$ cat config.mk
export PLATFORM = sky130hd
export DESIGN_NAME = mul_seq_flat
export DESIGN_NICKNAME = d
export VERILOG_FILES = /design/src/rtl/mul_pkg.sv /design/src/rtl/mul_seq_if.sv /design/src/rtl/mul_step.sv /design/src/rtl/mul_seq.sv /design/src/flat_wrapper.sv
export SDC_FILE = /design/constraint.sdc
export NUM_CORES = 1
export LEC_CHECK = 0
export ABC_AREA = 1
export ABC_CLOCK_PERIOD_IN_PS = 6910
export BUFFER_PORTS_ARGS = -buffer_cell sky130_fd_sc_hd__buf_2
export CORE_AREA = 2 2 208 159
export DETAILED_ROUTE_END_ITERATION = 12
export DIE_AREA = 0 0 210 161
export MAX_ROUTING_LAYER = met4
export PLACE_DENSITY_LB_ADDON = 0.1
export SYNTH_ARGS = -nofsm -noshare
export SYNTH_HDL_FRONTEND = slang
export SYNTH_SLANG_ARGS = --single-unit
$ cat constraint.sdc
create_clock -name clock -period 6.91 [get_ports clock]
set_input_delay 1.382 -clock clock [delete_from_list [all_inputs] [get_ports clock]]
set_output_delay 1.382 -clock clock [all_outputs]
set_load 0.02 [all_outputs]
$ cat src/rtl/mul_pkg.sv
// Shared constants and state type for the sequential MULT/MULTU multiplier.
// Defining MUL_RADIX4_EN selects the two-bits-per-step datapath (16 iterations).
package mul_pkg;

   localparam int WIDTH = 32;

`ifdef MUL_RADIX4_EN
   localparam int ITER = 16;
`else
   localparam int ITER = 32;
`endif

   localparam int CNT_W = $clog2(ITER);

   typedef enum logic {
      IDLE = 1'b0,
      RUN  = 1'b1
   } state_t;

endpackage

$ cat src/rtl/mul_seq_if.sv
// Request/result bundle between the pipeline (master) and the multiplier (slave).
interface mul_seq_if;
   import mul_pkg::*;

   logic             start;
   logic             sign;
   logic [WIDTH-1:0] a;
   logic [WIDTH-1:0] b;
   logic [WIDTH-1:0] hi;
   logic [WIDTH-1:0] lo;
   logic             busy;
   logic             done;

   modport master (output start, sign, a, b, input hi, lo, busy, done);
   modport slave  (input start, sign, a, b, output hi, lo, busy, done);

endinterface

$ cat src/rtl/mul_step.sv
// One combinational shift-add iteration over the {H,L} accumulator pair.
// With MUL_RADIX4_EN two multiplier bits are retired, using the precomputed 3|a|.
module mul_step
   import mul_pkg::*;
(
   input  logic [WIDTH:0]   i_h,
   input  logic [WIDTH-1:0] i_l,
   input  logic [WIDTH-1:0] i_m1,
`ifdef MUL_RADIX4_EN
   input  logic [WIDTH+1:0] i_m3,
`endif
   output logic [WIDTH:0]   o_h,
   output logic [WIDTH-1:0] o_l
);

`ifdef MUL_RADIX4_EN
   logic [WIDTH+1:0] w_mult;
   logic [WIDTH+1:0] w_sum;

   // H stays below 2^WIDTH between steps, so H + 3|a| always fits in WIDTH+2 bits.
   always_comb begin
      w_mult = '0;
      case (i_l[1:0])
         2'd0: w_mult = '0;
         2'd1: w_mult = {2'b00, i_m1};
         2'd2: w_mult = {1'b0, i_m1, 1'b0};
         2'd3: w_mult = i_m3;
         default: w_mult = '0;
      endcase
      w_sum = {1'b0, i_h} + w_mult;
      o_h   = {1'b0, w_sum[WIDTH+1:2]};
      o_l   = {w_sum[1:0], i_l[WIDTH-1:2]};
   end
`else
   logic [WIDTH:0] w_sum;

   always_comb begin
      w_sum = i_h + (i_l[0] ? {1'b0, i_m1} : '0);
      o_h   = {1'b0, w_sum[WIDTH:1]};
      o_l   = {w_sum[0], i_l[WIDTH-1:1]};
   end
`endif

endmodule

$ cat src/rtl/mul_seq.sv
// Sequential 32x32 multiplier for MULT/MULTU: magnitudes in, conditional negate out.
// Falling-edge clocked; MUL_RADIX4_EN halves the iteration count.
module mul_seq
   import mul_pkg::*;
(
   input  logic     clock,
   input  logic     reset,
   mul_seq_if.slave bus
);

   state_t             r_state;
   state_t             w_nextState;
   logic               w_lastStep;
   logic [CNT_W-1:0]   r_count;
   logic [WIDTH:0]     r_h;
   logic [WIDTH-1:0]   r_l;
   logic [WIDTH-1:0]   r_m1;
`ifdef MUL_RADIX4_EN
   logic [WIDTH+1:0]   r_m3;
`endif
   logic               r_neg;
   logic [WIDTH-1:0]   r_hi;
   logic [WIDTH-1:0]   r_lo;
   logic               r_done;

   logic [WIDTH-1:0]   w_absA;
   logic [WIDTH-1:0]   w_absB;
   logic [WIDTH:0]     w_stepH;
   logic [WIDTH-1:0]   w_stepL;
   logic [2*WIDTH-1:0] w_prod;
   logic [2*WIDTH-1:0] w_result;

   // 0x80000000 negates to itself, which is exactly 2^31 read as unsigned.
   assign w_absA   = (bus.sign && bus.a[WIDTH-1]) ? (~bus.a + WIDTH'(1)) : bus.a;
   assign w_absB   = (bus.sign && bus.b[WIDTH-1]) ? (~bus.b + WIDTH'(1)) : bus.b;
   assign w_prod   = {w_stepH[WIDTH-1:0], w_stepL};
   assign w_result = r_neg ? (~w_prod + (2*WIDTH)'(1)) : w_prod;

   mul_step u_step (
      .i_h  (r_h),
      .i_l  (r_l),
      .i_m1 (r_m1),
`ifdef MUL_RADIX4_EN
      .i_m3 (r_m3),
`endif
      .o_h  (w_stepH),
      .o_l  (w_stepL)
   );

   always_ff @(negedge clock or posedge reset) begin
      if (reset) r_state <= IDLE;
      else       r_state <= w_nextState;
   end

   // A new start always wins and restarts the iteration from scratch.
   always_comb begin
      w_nextState = r_state;
      w_lastStep  = 1'b0;
      case (r_state)
         IDLE: begin
            if (bus.start) w_nextState = RUN;
         end
         RUN: begin
            w_lastStep = (r_count == CNT_W'(ITER - 1));
            if (bus.start)       w_nextState = RUN;
            else if (w_lastStep) w_nextState = IDLE;
         end
         default: w_nextState = IDLE;
      endcase
   end

   // The final step publishes even when a back-to-back start loads on the same edge.
   always_ff @(negedge clock or posedge reset) begin
      if (reset) begin
         r_count <= '0;
         r_h     <= '0;
         r_l     <= '0;
         r_m1    <= '0;
`ifdef MUL_RADIX4_EN
         r_m3    <= '0;
`endif
         r_neg   <= 1'b0;
         r_hi    <= '0;
         r_lo    <= '0;
         r_done  <= 1'b0;
      end else begin
         r_done <= 1'b0;
         if (w_lastStep) begin
            {r_hi, r_lo} <= w_result;
            r_done       <= 1'b1;
         end
         if (bus.start) begin
            r_count <= '0;
            r_h     <= '0;
            r_l     <= w_absB;
            r_m1    <= w_absA;
`ifdef MUL_RADIX4_EN
            r_m3    <= {2'b00, w_absA} + {1'b0, w_absA, 1'b0};
`endif
            r_neg   <= bus.sign & (bus.a[WIDTH-1] ^ bus.b[WIDTH-1]);
         end else if (r_state == RUN) begin
            r_h     <= w_stepH;
            r_l     <= w_stepL;
            r_count <= r_count + 1'b1;
         end
      end
   end

   assign bus.hi   = r_hi;
   assign bus.lo   = r_lo;
   assign bus.busy = (r_state == RUN);
   assign bus.done = r_done;

endmodule

$ cat src/flat_wrapper.sv
// flat-port wrapper written by rule: the top's interface ports become plain ports
module mul_seq_flat import mul_pkg::*;
  (clock, reset, bus_start, bus_sign, bus_a, bus_b, bus_hi, bus_lo, bus_busy, bus_done);
  mul_seq_if bus_i ();
  input  logic clock;
  input  logic reset;
  input wire logic [$bits(bus_i.start)-1:0] bus_start;
  input wire logic [$bits(bus_i.sign)-1:0] bus_sign;
  input wire logic [$bits(bus_i.a)-1:0] bus_a;
  input wire logic [$bits(bus_i.b)-1:0] bus_b;
  output wire logic [$bits(bus_i.hi)-1:0] bus_hi;
  output wire logic [$bits(bus_i.lo)-1:0] bus_lo;
  output wire logic [$bits(bus_i.busy)-1:0] bus_busy;
  output wire logic [$bits(bus_i.done)-1:0] bus_done;
  assign bus_i.start = bus_start;
  assign bus_i.sign = bus_sign;
  assign bus_i.a = bus_a;
  assign bus_i.b = bus_b;
  assign bus_hi = bus_i.hi;
  assign bus_lo = bus_i.lo;
  assign bus_busy = bus_i.busy;
  assign bus_done = bus_i.done;
  mul_seq u_core (.clock(clock), .reset(reset), .bus(bus_i));
endmodule
==> out/summary.md, run 1 <==
The logs give 29.6% for the clock network fraction of design power and 0 for the count of nets left with antenna violations after detail routing. TritonCTS built the clock tree. The timing startpoint of the critical path was bus_a[0]. The number of synthesized flops with an enable pin came out at 0.

Clock-pin slew was measured on the worst setup and hold paths at 0.05 ns. The worst setup path is of the input pin to flip-flop kind. The tools report the fill cell total of the finished layout as 3467.

The number of detailed-route iterations in the first pass was 5; the static leakage was 7.73 nW. Cell type of the slowest stage on the worst timing path: ha_1. Synthesis produced a netlist with a net count of 2056. In this run the clock root is driven by a clkbuf_16. The worst pin sits at a relative slew slack of 29.8%. The via-per-instance ratio came out at 5.00.

Clock skew on the completed layout was measured at 0.0158 ns. In this run the mean area of a mapped cell was 6.43 um^2. The critical path's largest stage delay works out to 0.19 ns.

The worst register-to-register path begins at u_core.r_l[0]. The fraction of registers with async set or reset after synthesis is 100%, and the count of hold buffers inserted by post-cts repair is 0. The arrival time of the worst setup path was 3.27 ns. In this run the most critical hold path is launched from u_core.r_count[3]. The tools report the initial cell density of the core as 39.3%. Global routing consumed, over all layers together, 25.1% of the routing resources.

For this run, the number of Yosys warnings is 0. The final layout contains 2175 nets. The share of the Yosys chip area taken by registers is 33.5%. The tools report the wire length of the first global-routing pass as 64000 um. Startpoint class of the critical path: an input pin.

Number of buffers added for setup after CTS: 0. The top-level port count was 134; the number of placement rows was 57. The tools report the smallest hold slack as 0.406 ns. CTS saw 168 sinks. In the synthesized netlist, the cells that appear most often are nand2_1 (666), inv_1 (251), o21ai_0 (191). Wires add up to 40800 um.

For the pin with the worst max-slew slack, the measured transition is 1.05 ns. During placement, the flow inserted port buffers numbering 133. For the total clock buffers created by CTS, the log shows 17.

At the later pin of the worst-skew pair, clock insertion delay measures 0.42 ns. The detailed-route wire length per cell was 16.3 um; the power density relative to cell area was 239 nW/um^2. The final number of max-transition violations came out at 0. The nature of the critical path endpoint was a flip-flop.

For the combinational share of power, the log shows 36.5%. Once detailed placement completed, the half-perimeter wirelength came to 32600 um. Entering global routing, the biggest net connects 114 pins. By area the synthesized netlist is led by dfrtn_1 (34%), nand2_1 (20%), o21ai_0 (7.6%), inv_1 (7.5%), xor2_1 (5.5%). The die width was 210 um. Number of register bits inferred by synthesis: 168.

The critical path goes through buf_2, inv_1, ha_1, nand4_1, nor2_1, nand3_1, nor2_1, nand3_1, nor2_1, nand2_1, o21ai_1, inv_1, nor2_1, nand3_1, nand3_1, nand2_1. After synthesis, the largest family of logic cells by area is simple AND/OR/NAND/NOR gates. The data required time of the critical path was 3.72 ns. The most common cell in the synthesized netlist is nand2_1. After detailed routing, the number of remaining DRC violations is 0. For this run, the leading register cell type out of synthesis is dfrtn_1. Adding up every negative setup slack in the final design gives 0 ns.

In this run the power spent charging and discharging nets is 1.41 mW. The total area inside the core boundary comes to 31900 um^2. The H-tree was split into 4 levels.

The logs give 1950 for the number of standard cells after synthesis and 2 for the maximum clock insertion buffer count. The height of the die is 161 um, and the max-capacitance violation count is 0. The internal portion of the total power is 2.02 mW. Once placement completed, the tool counted placed cells totaling 2463. Summing the areas of all and, or, nand and nor instances in the mapped netlist gives 34.7% of the synthesized area.

The largest total area in the synthesized netlist belongs to dfrtn_1. The run gives 33800 um^2 as the area enclosed by the die boundary. In the final layout, the share of cells above drive strength 1 is 11.6%.

The design draws 3.43 mW. Summing all multi-input logic gate instances after layout gives 7100 um^2. The run gives 0 as the residual overflow from global routing. After synthesis, the netlist uses 39 different library cells. Number of hold violations in the final report: 0. Setup repair after global routing left no endpoint under its margin.

The maximum vdd drop was 0.000124 V; the adder-cell share of the synthesized area was 3.85%. For the via count of the first global-routing pass, the log shows 11100. Setup violations remaining at the end of the flow were counted as 0. The worst hold path belongs to the class flip-flop to flip-flop. The detailed router placed 12500 vias in this run. The layout overhead on the synthesized area was 14.4%; the final core utilization was 45.0%. The number of gates resized after CTS was 0. Summing the areas of all xor and xnor instances in the mapped netlist gives 6.90% of the synthesized area. In this run the worst path has a maximum fanout of 3.

Sequential cells burn 33.9% of the power. The run finished with clean final reports. In this run, the number of DRC markers left after iteration 0 of detailed routing was 1151. Summed over its instances, the top area cell type makes up 33.5% of the synthesized netlist area. The logs give 3 for the number of antenna violations at the first check in global routing and 4200 um^2 for the register area. The fraction of the mapped netlist area in compound gates was 11.1%; the switching share of power was 41.2%.

In this run the cell area of the synthesized design comes to 12500 um^2. The tools report the final non-filler cell total as 2496. At the end of routability-driven placement, the weighted congestion stood at 0.926. Share of cell area taken by muxes after synthesis: 0%.
sequential cells by signal, summed over array words and instances, names as in the netlist:
| signal | flops |
|---|---|
| u_core.bus.busy | 1 |
| u_core.bus.done | 1 |
| u_core.bus.hi | 32 |
| u_core.bus.lo | 32 |
| u_core.r_count | 5 |
| u_core.r_h | 32 |
| u_core.r_l | 32 |
| u_core.r_m1 | 32 |
| u_core.r_neg | 1 |
stage by stage:
stage / area (um^2) / setup slack [ns]
after global placement: 13700 / 0.0627
after CTS: 14300 / 0.453
after floorplan: 12500 / 0.0523
final: 14300 / 0.448
after global routing: 14300 / 0.104
after detailed placement: 13700 / 0.0271
cells by family after synthesis:
family / count (synthesis)
simple gates: 1057
buf+inv: 327
compound gates: 263
flops: 168
xor+xnor: 97
fa+ha+maj: 38
worst max-delay path: cells and delay by family:
kind,cells,cell delay [ns]
AO/OA/AOI/OAI,1,0.18
adder cells (fa/ha/maj),1,0.19
buffers and inverters,3,0.24
AND/OR/NAND/NOR,11,1.29
power groups by stage:
stage	combinational [mW]	sequential (mW)	clock, mW
6_report	1.25	1.16	1.01
5_1_grt	1.40	1.17	1.07
4_1_cts	1.23	1.16	1.03
3_5_place_dp	1.22	1.18	0
3_3_place_gp	1.21	1.17	0
2_1_floorplan	0.854	1.14	0
area by class of cell:
| class | count | share of cell area, % |
|---|---|---|
| well taps | 413 | 3.60 |
| flip-flops and latches | 168 | 29.3 |
| multi-input cells | 1455 | 49.5 |
| clock inverters | 13 | 1.11 |
| diodes | 1 | 0.0175 |
| inverters | 269 | 7.07 |
| repair buffers | 158 | 6.30 |
| clock buffers | 19 | 3.09 |
metal layers:
layer	up-vias	wire length, um	track usage (%)
met5	-	0	-
met4	0	204	3.32
met3	17	2910	3.66
met2	385	14000	29.0
met1	5694	23600	44.0
li1	6375	-	-
final timing paths:
kind                       slack, ns           endpoint  cells past startpoint
max in group asynchronous       1.82  u_core.bus.hi[12]                      3
max reg2reg                     2.96  u_core.bus.hi[29]                     21
min                             0.41  u_core.r_count[3]                      1
min reg2reg                     0.41  u_core.r_count[3]                      1
min in group asynchronous       4.39     u_core.r_l[16]                      2
max                             0.45    u_core.r_m1[30]                     16
layout by cell type (no fill, tap or decap), drive strengths merged, types with 37 or more instances in the layout:
cell type,n
a21oi,40
buf,158
dfrtn,168
ha,37
inv,273
nand2,675
nand3,108
nor2,193
o21ai,193
xor2,78
(Power assumes the default switching activity.)
==> run 2, diff against run 1 <==
--- a/config.mk
+++ b/config.mk
@@ -8,9 +8,9 @@
 export ABC_AREA = 1
 export ABC_CLOCK_PERIOD_IN_PS = 6910
 export BUFFER_PORTS_ARGS = -buffer_cell sky130_fd_sc_hd__buf_2
-export CORE_AREA = 2 2 208 159
+export CORE_AREA = 2 2 180 182
 export DETAILED_ROUTE_END_ITERATION = 12
-export DIE_AREA = 0 0 210 161
+export DIE_AREA = 0 0 182 184
 export MAX_ROUTING_LAYER = met4
 export PLACE_DENSITY_LB_ADDON = 0.1
 export SYNTH_ARGS = -nofsm -noshare
==> run 2 against run 1 <==
Clock power rose by 4%. Utilization is 0.64 points higher. Sequential cell count stayed put. Worst hold slack improved by 0.011 ns. First-iteration DRC count is 4.0% lower. Cell area decreased by 0.12%. Clock skew down 0.0069 ns. Count of clock-buffer cells in the layout is 2 lower. Sequential power about the same. Die area shrank 0.95%. Critical endpoint is now u_core.r_l[26].
==> out/summary.md, run 2 (synthesis gave the netlist of run 1 again) <==
The residual overflow from global routing came out at 0 (unchanged). Number of gates given a new drive strength after cts: 0 (unchanged). The wire length of the first global-routing pass is 64800 um (was 64000 um), and the maximum fanout count along the critical path is 3 (unchanged). The clock network latency to the later pin of the worst-skew pair came out at 0.43 ns (was 0.42 ns).

The ratio of cells with drive above 1 in the final layout works out to 11.5% (was 11.6%). For the final non-filler cell total, the log shows 2481 (was 2496). The most common cell after layout, fill and taps aside was nand2_1 (unchanged). The height of the die was 184 um (was 161 um); the number of antenna violations at the first check in global routing was 0 (was 3). The layout overhead on the synthesized area came out at 14.3% (was 14.4%). The antenna diode instance count is 0 (was 1), and the total placed cells including tap cells is 2449 (was 2463).

Most frequent cells in the layout: nand2_1 (665), inv_1 (250), o21ai_0 (191) (unchanged). The top-level port count was 134 (unchanged); the pin count of the biggest net entering global routing was 101 (was 114). The via-per-instance ratio works out to 5.01 (was 5.00).

The core outline area is 31400 um^2 (was 31900 um^2). The die width is 182 um (was 210 um). The power density relative to cell area works out to 241 nW/um^2 (was 239 nW/um^2). The logs give 0 (unchanged) for the number of hold violations in the final report and 0 (unchanged) for the final number of max-transition violations.

The area enclosed by the die boundary came out at 33500 um^2 (was 33800 um^2). The tools report the startpoint class of the critical path as an input pin (unchanged). The maximum clock insertion buffer count came out at 2 (unchanged). Final wirelength: 40500 um (was 40800 um).

The via count of the first global-routing pass is 11800 (was 11100), and the total track usage is 25.6% (was 25.1%). The detailed-route wire length per cell was 16.3 um (about the same). Final-stage net count: 2172 (was 2175).

TritonCTS built the clock tree. Overall power of the completed layout: 3.45 mW (was 3.43 mW). The count of nets left with antenna violations after detail routing is 0 (unchanged), and the number of buffers added for setup after CTS is 0 (unchanged). The worst-margin pin slew works out to 0.929 ns (was 1.05 ns). The count of input and output buffers works out to 133 (unchanged). The clock tree root driver cell is clkbuf_16 (unchanged). The run gives 38.0% (was 29.8%) as the relative slew slack. For the static leakage, the log shows 7.72 nW (was 7.73 nW). Startpoint-to-endpoint class of the critical path: input pin to flip-flop (unchanged). The run gives 3.19 ns (was 3.27 ns) as the arrival time of the worst setup path. Setup repair after global routing left no endpoint under its margin. The final RePlAce weighted congestion is 0.959 (was 0.926), and the worst clock skew on the final layout is 0.00881 ns (was 0.0158 ns).

For the number of placement rows, the log shows 65 (was 57). Worst hold-check path type: flip-flop to flip-flop (unchanged). The tools report the number of detailed-route iterations in the first pass as 5 (unchanged). For the detailed router's first-iteration violation count, the log shows 1105 (was 1151). The flow ran to the end, and the final reports show no timing, DRC or antenna violations.

The nature of the critical path endpoint was a flip-flop (unchanged). The total clock buffers created by CTS is 17 (unchanged). Via count: 12400 (was 12500). The count of hold buffers inserted by post-cts repair was 0 (unchanged). The logs give 0.000219 V (was 0.000124 V) for the maximum vdd drop and 3.70 ns (was 3.72 ns) for the data required time of the critical path. The max-capacitance violation count is 0 (unchanged). The logs give 32200 um (was 32600 um) for the detailed placer's ending HPWL and 168 (unchanged) for the sink count of the clock tree.

The initial cell density of the core is 39.9% (was 39.3%). The clock-pin slew on the worst setup and hold paths was 0.05 ns (about the same). For the deepest level of the CTS H-tree, the log shows 4 (unchanged).

Total setup violations reported at the end of the flow: 0 (unchanged). The fill cell total of the finished layout came out at 3385 (was 3467). The logs give 0 ns (unchanged) for the final setup TNS and 0 (unchanged) for the detailed-route DRC error count.
[run 2: changes by cell type in the layout (fill, tap and decap cells not counted), sizes merged]
cell	previous run	this run
diode	1	0
buf	158	155
clkbuf	19	17
inv	273	274
clkinvlp	4	3
clkinv	3	4
bufinv	2	3
[run 2: layer usage]
layer | wire [um] | share of wire [%] | up-vias | track usage, %
met4 | 814 | 2.0 | 0 | 6.87
li1 | - | - | 6367 | -
met1 | 20200 | 50 | 5705 | 36.5
met5 | 0 | 0 | - | -
met3 | 1790 | 4.4 | 37 | 2.61
met2 | 17700 | 44 | 328 | 38.9
[run 2: area by class of cell]
type,count,area (um^2),area share (%)
repair buffers,155,868,6.06
flip-flops and latches,168,4200,29.4
multi-input cells,1455,7100,49.6
clock buffers,17,425,2.97
inverters,269,1010,7.08
clock inverters,15,210,1.47
well taps,402,503,3.51
[run 2: power breakdown]
| part | total (mW) | switching, mW | internal, mW | leakage [nW] |
|---|---|---|---|---|
| Clock | 1.05 | 0.468 | 0.586 | 0.305 |
| Sequential | 1.15 | 0.0699 | 1.08 | 2.16 |
| Combinational | 1.25 | 0.872 | 0.374 | 5.26 |
| Total | 3.45 | 1.41 | 2.04 | 7.72 |
[run 2: worst paths after layout]
path / from / endpoint / slack [ns] / cells past startpoint
min in group asynchronous: reset / u_core.r_h[21] / 4.26 / 2
hold reg to reg: u_core.r_count[3] / u_core.r_count[3] / 0.42 / 1
setup / recovery: bus_b[0] / u_core.r_l[26] / 0.51 / 14
setup reg to reg: u_core.r_l[0] / u_core.bus.hi[31] / 3.24 / 21
max in group asynchronous: reset / u_core.bus.lo[16] / 1.89 / 3
hold / removal: u_core.r_count[3] / u_core.r_count[3] / 0.42 / 1
[run 2: per-stage QoR]
| stage | worst slack (ns) | hold slack [ns] | cell area, um^2 | utilization, % |
|---|---|---|---|---|
| 4_1_cts | 0.512 | 0.417 | 14300 | 45.6 |
| 2_1_floorplan | 0.0523 | 0.376 | 12500 | - |
| 3_3_place_gp | 0.0774 | 0.401 | 13700 | 43.6 |
| 3_5_place_dp | 0.0737 | 0.416 | 13700 | 43.6 |
| 5_1_grt | 0.208 | 0.439 | 14300 | 45.6 |
| 6_report | 0.510 | 0.418 | 14300 | 45.6 |
[run 2: worst max-delay path: stages]
cell      delay [ns]
buf_2           0.12
inv_1           0.07
ha_1            0.16
nand3_1         0.15
inv_1           0.13
nand3_1         0.11
nor2_1          0.11
nand2_1         0.08
inv_1           0.08
nand3_1         0.10
o21ai_0         0.30
o211ai_1        0.14
a21oi_1         0.17
o22ai_1         0.08
